[src/rtl/id_ex_stage.sv]
// ID->EX pipeline register for the 64-bit LEGv8 core: load-use stall detection,
// branch-flush bubble insertion and EX/MEM, MEM/WB operand forwarding.
module id_ex_stage #(
    parameter int         W  = 64,
    parameter logic [4:0] ZR = 5'd31
) (
    input  logic         clk,
    input  logic         reset,
    input  logic         id_valid,
    input  logic [4:0]   id_rn,
    input  logic [4:0]   id_rm,
    input  logic [4:0]   id_rd,
    input  logic         id_use_rm,
    input  logic [W-1:0] id_rd1,
    input  logic [W-1:0] id_rd2,
    input  logic [W-1:0] id_imm,
    input  logic [W-1:0] id_pc,
    input  logic [7:0]   id_ctrl,
    input  logic         flush,
    input  logic         mem_regwrite,
    input  logic [4:0]   mem_rd,
    input  logic [W-1:0] mem_result,
    input  logic         wb_regwrite,
    input  logic [4:0]   wb_rd,
    input  logic [W-1:0] wb_data,
    output logic         stall,
    output logic         ex_valid,
    output logic [4:0]   ex_rn,
    output logic [4:0]   ex_rm,
    output logic [4:0]   ex_rd,
    output logic [W-1:0] ex_opa,
    output logic [W-1:0] ex_opb,
    output logic [W-1:0] ex_imm,
    output logic [W-1:0] ex_pc,
    output logic [7:0]   ex_ctrl
);

    // Control word layout: {regwrite, memread, memwrite, memtoreg, alusrc, branch, aluop[1:0]}
    localparam int CTRL_MEMREAD = 6;

    logic         r_valid;
    logic [4:0]   r_rn;
    logic [4:0]   r_rm;
    logic [4:0]   r_rd;
    logic [W-1:0] r_rd1;
    logic [W-1:0] r_rd2;
    logic [W-1:0] r_imm;
    logic [W-1:0] r_pc;
    logic [7:0]   r_ctrl;

    logic         w_stall;
    logic         w_bubble;
    logic [W-1:0] w_opa;
    logic [W-1:0] w_opb;

    // Stall contract: while stall=1 the upstream PC and IF/ID hold, and this
    // stage inserts one bubble; the held instruction is captured on the next edge.
    assign w_stall = id_valid & r_valid & r_ctrl[CTRL_MEMREAD] & (r_rd != ZR) &
                     ((r_rd == id_rn) | (id_use_rm & (r_rd == id_rm)));
    assign w_bubble = flush | w_stall;

    always_ff @(posedge clk) begin
        if (reset) begin
            r_valid <= 1'b0;
            r_rn    <= '0;
            r_rm    <= '0;
            r_rd    <= '0;
            r_rd1   <= '0;
            r_rd2   <= '0;
            r_imm   <= '0;
            r_pc    <= '0;
            r_ctrl  <= '0;
        end else if (w_bubble) begin
            // Only valid and ctrl matter in a bubble; the data fields simply hold.
            r_valid <= 1'b0;
            r_ctrl  <= '0;
        end else begin
            r_valid <= id_valid;
            r_rn    <= id_rn;
            r_rm    <= id_rm;
            r_rd    <= id_rd;
            r_rd1   <= id_rd1;
            r_rd2   <= id_rd2;
            r_imm   <= id_imm;
            r_pc    <= id_pc;
            r_ctrl  <= id_valid ? id_ctrl : 8'h00;
        end
    end

    // EX/MEM is the younger producer, so it is checked before MEM/WB.
    always_comb begin
        w_opa = r_rd1;
        if (mem_regwrite && (mem_rd != ZR) && (mem_rd == r_rn)) begin
            w_opa = mem_result;
        end else if (wb_regwrite && (wb_rd != ZR) && (wb_rd == r_rn)) begin
            w_opa = wb_data;
        end
    end

    always_comb begin
        w_opb = r_rd2;
        if (mem_regwrite && (mem_rd != ZR) && (mem_rd == r_rm)) begin
            w_opb = mem_result;
        end else if (wb_regwrite && (wb_rd != ZR) && (wb_rd == r_rm)) begin
            w_opb = wb_data;
        end
    end

    assign stall    = w_stall;
    assign ex_valid = r_valid;
    assign ex_rn    = r_rn;
    assign ex_rm    = r_rm;
    assign ex_rd    = r_rd;
    assign ex_opa   = w_opa;
    assign ex_opb   = w_opb;
    assign ex_imm   = r_imm;
    assign ex_pc    = r_pc;
    assign ex_ctrl  = r_ctrl;

endmodule

[config.mk]
export PLATFORM = sky130hd
export DESIGN_NAME = id_ex_stage
export DESIGN_NICKNAME = d
export VERILOG_FILES = /design/src/rtl/id_ex_stage.sv
export SDC_FILE = /design/constraint.sdc
export NUM_CORES = 1
export LEC_CHECK = 0
export CAP_MARGIN = 10
export CORE_AREA = 2 2 278 280
export DETAILED_ROUTE_END_ITERATION = 12
export DIE_AREA = 0 0 280 282
export HOLD_SLACK_MARGIN = 0.02
export PLACE_DENSITY = 0.59
export SKIP_LAST_GASP = 1
export SYNTH_ARGS = -nofsm -noshare
export SYNTH_HDL_FRONTEND = slang
export SYNTH_SLANG_ARGS = --single-unit
[constraint.sdc]
create_clock -name clk -period 4.3 [get_ports clk]
set_input_delay 0.86 -clock clk [delete_from_list [all_inputs] [get_ports clk]]
set_output_delay 0.86 -clock clk [all_outputs]
set_load 0.005 [all_outputs]
* Word level (Yosys, flattened, before mapping)
Cells that the tools add are included.
Word-level totals: register bits after elaboration 280, bits of input ports 424, output and inout bits 281, word-level logic and storage cells 38
Cells by class: equal/unequal tests 9, muxes and demuxes 4, bitwise gates (word level) 8, reductions and logical operators 8
Operators with widths (count):
- two-way mux 64 bit | 4
- == test 5 bit | 6
- != test 5 bit, second input constant | 3
- logical AND 1 bit | 6
- bitwise AND 1 bit | 5
- OR reduction 3 bit | 1
- OR 1 bit | 2
- OR reduction 2 bit | 1
- NOT 1 bit | 1

* Depth between registers and ports, before layout
word-level depth 6, depth in mapped cells 7, mapped depth without buffers 4

* Least setup slack after synthesis
No wires, ideal clock.
kind input -> output, from in wb_rd[3], to out ex_opa[43], arrival 1.986 ns, required time 3.440 ns, slack 1.454 ns, stages on the path 7, path buffers 3, path through buf_4 > nand2_1 > o21ai_1 > buf_2 > clkbuf_1 > o31ai_1 > a31oi_1
On the way: cells in the longest elaborated chain, start to end 5, elaborated cells between the ends (all ways) 6, those cells by class eq/ne: 2; mux: 2; reduce/logical: 2
Ends and longest elaborated chain:
- start: declaration | RTL line 24 | input logic [4:0] wb_rd,
- != test 5 bit | RTL line 95 | end else if (wb_regwrite && (wb_rd != ZR) && (wb_rd == r_rn)) begin
- logical AND 1 bit | RTL line 95
- logical AND 1 bit (*) | RTL line 95
- two-way mux 64 bit (*) | RTL line 95
- two-way mux 64 bit (*) | RTL line 93 | if (mem_regwrite && (mem_rd != ZR) && (mem_rd == r_rn)) begin
- end: declaration | RTL line 31 | output logic [W-1:0] ex_opa,
Every way passes the cells marked *; elsewhere a longest branch is shown, timed or not.

* Final worst setup path
from in mem_rd[2], to out ex_opb[27]
On the way: cells in the longest elaborated chain, start to end 4, elaborated cells between the ends (all ways) 5, those cells by class eq/ne: 2; mux: 1; reduce/logical: 2
Ends and longest elaborated chain:
- start: declaration | RTL line 21 | input logic [4:0] mem_rd,
- != test 5 bit | RTL line 102 | if (mem_regwrite && (mem_rd != ZR) && (mem_rd == r_rm)) begin
- logical AND 1 bit | RTL line 102
- logical AND 1 bit (*) | RTL line 102
- two-way mux 64 bit (*) | RTL line 102
- end: declaration | RTL line 32 | output logic [W-1:0] ex_opb,
Marked as above.

==> impl_metrics.json <==
{
  "clock-root-buffer": "clkbuf_16",
  "period_minus_slack_ps": 4250,
  "pin_count": 705,
  "p_sw_uw": 3560,
  "route.detailed.wl_per_inst_microns": 25.7,
  "yosysMostFrequentCell": "clkbuf_1",
  "ys.flop_type": "dfxtp_1",
  "grt_pass1_wl_microns": 178000,
  "clock_path_buffers": 3,
  "first_pass_iters": 6,
  "grt_max_degree": 185,
  "p_total_uw": 10200,
  "syn_to_final_growth_pct": 40.9,
  "antenna_found_initial": 33,
  "start_util_pct": 31.1,
  "layout_setup_ws_ps": 45.9,
  "cts.repair.resized": 1,
  "wirelength_microns": 121000,
  "grt.overflow.total": 0,
  "via_count": 29300,
  "layout.nets": 4080,
  "seq_area_frac_synth_pct": 23.8,
  "synth_nets": 3690,
  "crit_type": "primary input to output pin",
  "leakagePower_uw": 0.00964,
  "gp_congestion": 0.920,
  "setup_viol": 0,
  "dp_hpwl_microns": 77000,
  "synth_edf_count": 0,
  "power_frac_clock_pct": 35.2,
  "maxCapViolCount": 0,
  "ys_top_cells_by_area": "dfxtp_1, o221ai_1, nor3b_1",
  "syn_inst": 3266,
  "synthArstFlopShare_pct": 0,
  "slew_viol_final": 0,
  "arrival_ps": 3390,
  "cts_hold_buf": 0,
  "antenna_left": 0,
  "path_clk_slew_ps": 60,
  "crit_path_end_kind": "output pin",
  "path_max_fanout": 61,
  "ys_ff_latch": 280,
  "core-area_sq_mm": 0.0757,
  "yosys.area.top_type_share_pct": 23.8,
  "synth_commonest_cells": "clkbuf_1, dfxtp_1, nand2_1",
  "timing.fmax_ghz": 0.235,
  "synth_cell_types": 35,
  "max_slew.worst_pin.slew_ps": 1100,
  "power_frac_seq_pct": 30.7,
  "required_ps": 3440,
  "swShare_pct": 35.1,
  "combPwrFrac_pct": 34.1,
  "slowest_stage": "clkdlybuf4s50_1",
  "yosysWarnings": 0,
  "final_util_pct": 43.8,
  "rows": 101,
  "critical_path.most_common_cell": "clkdlybuf4s50_1",
  "route.detailed.drc": 0,
  "fin_skew_ps": 26.0,
  "die_w_microns": 280,
  "synth_area_per_cell_sq_um": 7.20,
  "p_int_uw": 6590,
  "viasPerCell": 6.26,
  "grt_usage_pct": 28.6,
  "path_cells": "clkdlybuf4s50_1 > xnor2_1 > nand3_4 > or3_2 > buf_12 > a31oi_1 > clkdlybuf4s50_1",
  "preCtsSetupSlack_ps": -120,
  "clock_latency_ps": 570,
  "outcome": "finished clean",
  "hold_viol": 0,
  "critPathMaxStageDelay_ps": 570,
  "fill_cells": 7595,
  "max_slew_margin_pct": 26.8,
  "syn_area_sq_mm": 0.0235,
  "synth_area_leader_cell": "dfxtp_1",
  "grt_pass1_vias": 27100,
  "h-tree-depth": 2,
  "cts_buffers": 40,
  "drive_gt1_share_pct": 6.76,
  "die-area_sq_mm": 0.0790,
  "power_density_mw_per_mm2": 307,
  "cts_tree": "yes",
  "grt_setup_unrepaired": "true",
  "post_cts_buffers": 0,
  "cp.buffers_inverters": 3,
  "tns_ps": 0,
  "numPortBuffers": 704,
  "cpLargestDelayFamily": "buffers and inverters",
  "drt_iter0_drc": 3567,
  "fin_crit_sh_pct": 98.9,
  "tritoncts_num_sinks": 280,
  "ir_drop_mv": 0.228,
  "cp-start-kind": "primary input",
  "worstHoldPathType": "flip-flop to flip-flop",
  "die_h_microns": 282
}
==> power by group through the flow <==
stage / clock [uW] / sequential (uW) / combinational, uW
2_1_floorplan: 0 / 3100 / 1580
3_3_place_gp: 0 / 3150 / 3410
3_5_place_dp: 0 / 3160 / 3400
4_1_cts: 3640 / 3100 / 3420
5_1_grt: 3730 / 3140 / 3660
6_report: 3580 / 3110 / 3460
==> placed cells by master (no fill, tap or decap), types with 9 or more instances in the layout <==
master           Yosys  layout
nand4_1            132     132
nor2_1             273     273
nand3b_1           270     270
o221ai_1           271     271
nor4_1             128     128
inv_1                9       9
buf_12               0      53
nand2_1            278     274
diode_2              0      20
nor3b_1            271     271
o211ai_1           257     257
dfxtp_1            280     280
a31oi_1            128     127
clkbuf_8             0      11
clkbuf_16            0      41
clkdlybuf4s50_1      0     702
buf_4                8      89
xnor2_1             28      26
o211ai_2            14      14
a21oi_1            272     272
o31ai_1            128     126
==> flip-flops by register name (all words and copies together), names as in the netlist <==
name / count
ex_rn: 5
ex_imm: 64
ex_pc: 64
ex_ctrl: 8
ex_rd: 5
r_rd2: 64
r_rd1: 64
ex_valid: 1
ex_rm: 5
==> cell families after synthesis <==
| logic type | Yosys count | share of synthesized area, % |
|---|---|---|
| buffers and inverters | 507 | 8.75 |
| AOI/OAI and AO/OA | 1085 | 32.8 |
| DFF | 280 | 23.8 |
| and+or+nand+nor | 1362 | 33.3 |
| xor gates and xnor gates | 32 | 1.29 |
==> area by class of cell <==
class | count | area (sq um) | share of cell area [%]
clock buffer | 60 | 1210 | 3.64
clock inverter | 12 | 175 | 0.529
tap | 978 | 1220 | 3.69
multi-input combinational | 2479 | 16100 | 48.4
sequential | 280 | 5610 | 16.9
inverter | 9 | 33.8 | 0.102
antenna | 20 | 50.0 | 0.151
timing repair buffer | 846 | 8790 | 26.5
==> through the flow <==
step           hold WS, ps  instance area (sq um)  cells
2_1_floorplan          497                  23500   3266
3_3_place_gp           513                  31700   4592
3_5_place_dp           514                  31700   4592
4_1_cts                528                  33100   4664
5_1_grt                544                  33100   4682
6_report               523                  33100   4684
==> worst register-to-register path, stage by stage (launching register included) <==
cell	delay, ps
dfxtp_1	570
nand4_1	420
o2111ai_4	360
buf_12	560
buf_12	550
a21oi_1	340
o211ai_1	130
==> final timing paths <==
kind | start | to | slack (ps) | cells past startpoint
worst max-delay path | mem_rd[2] | ex_opb[27] | 50 | 7
worst min-delay path | ex_imm[1]$_SDFFE_PP0N_ | ex_imm[1]$_SDFFE_PP0N_ | 520 | 2
worst max register to register | ex_rd[4]$_SDFFE_PP0N_ | ex_imm[49]$_SDFFE_PP0N_ | 1300 | 6
worst min register to register | ex_imm[1]$_SDFFE_PP0N_ | ex_imm[1]$_SDFFE_PP0N_ | 520 | 2
==> per-layer routing <==
layer | track usage (%) | vias up | wire length [microns]
li1 | - | 13500 | -
met1 | 37.5 | 14100 | 50200
met2 | 45.0 | 1458 | 55800
met3 | 7.02 | 223 | 10600
met4 | 11.1 | 16 | 3860
met5 | 0 | - | 109
Power figures use the tool's default switching activity.
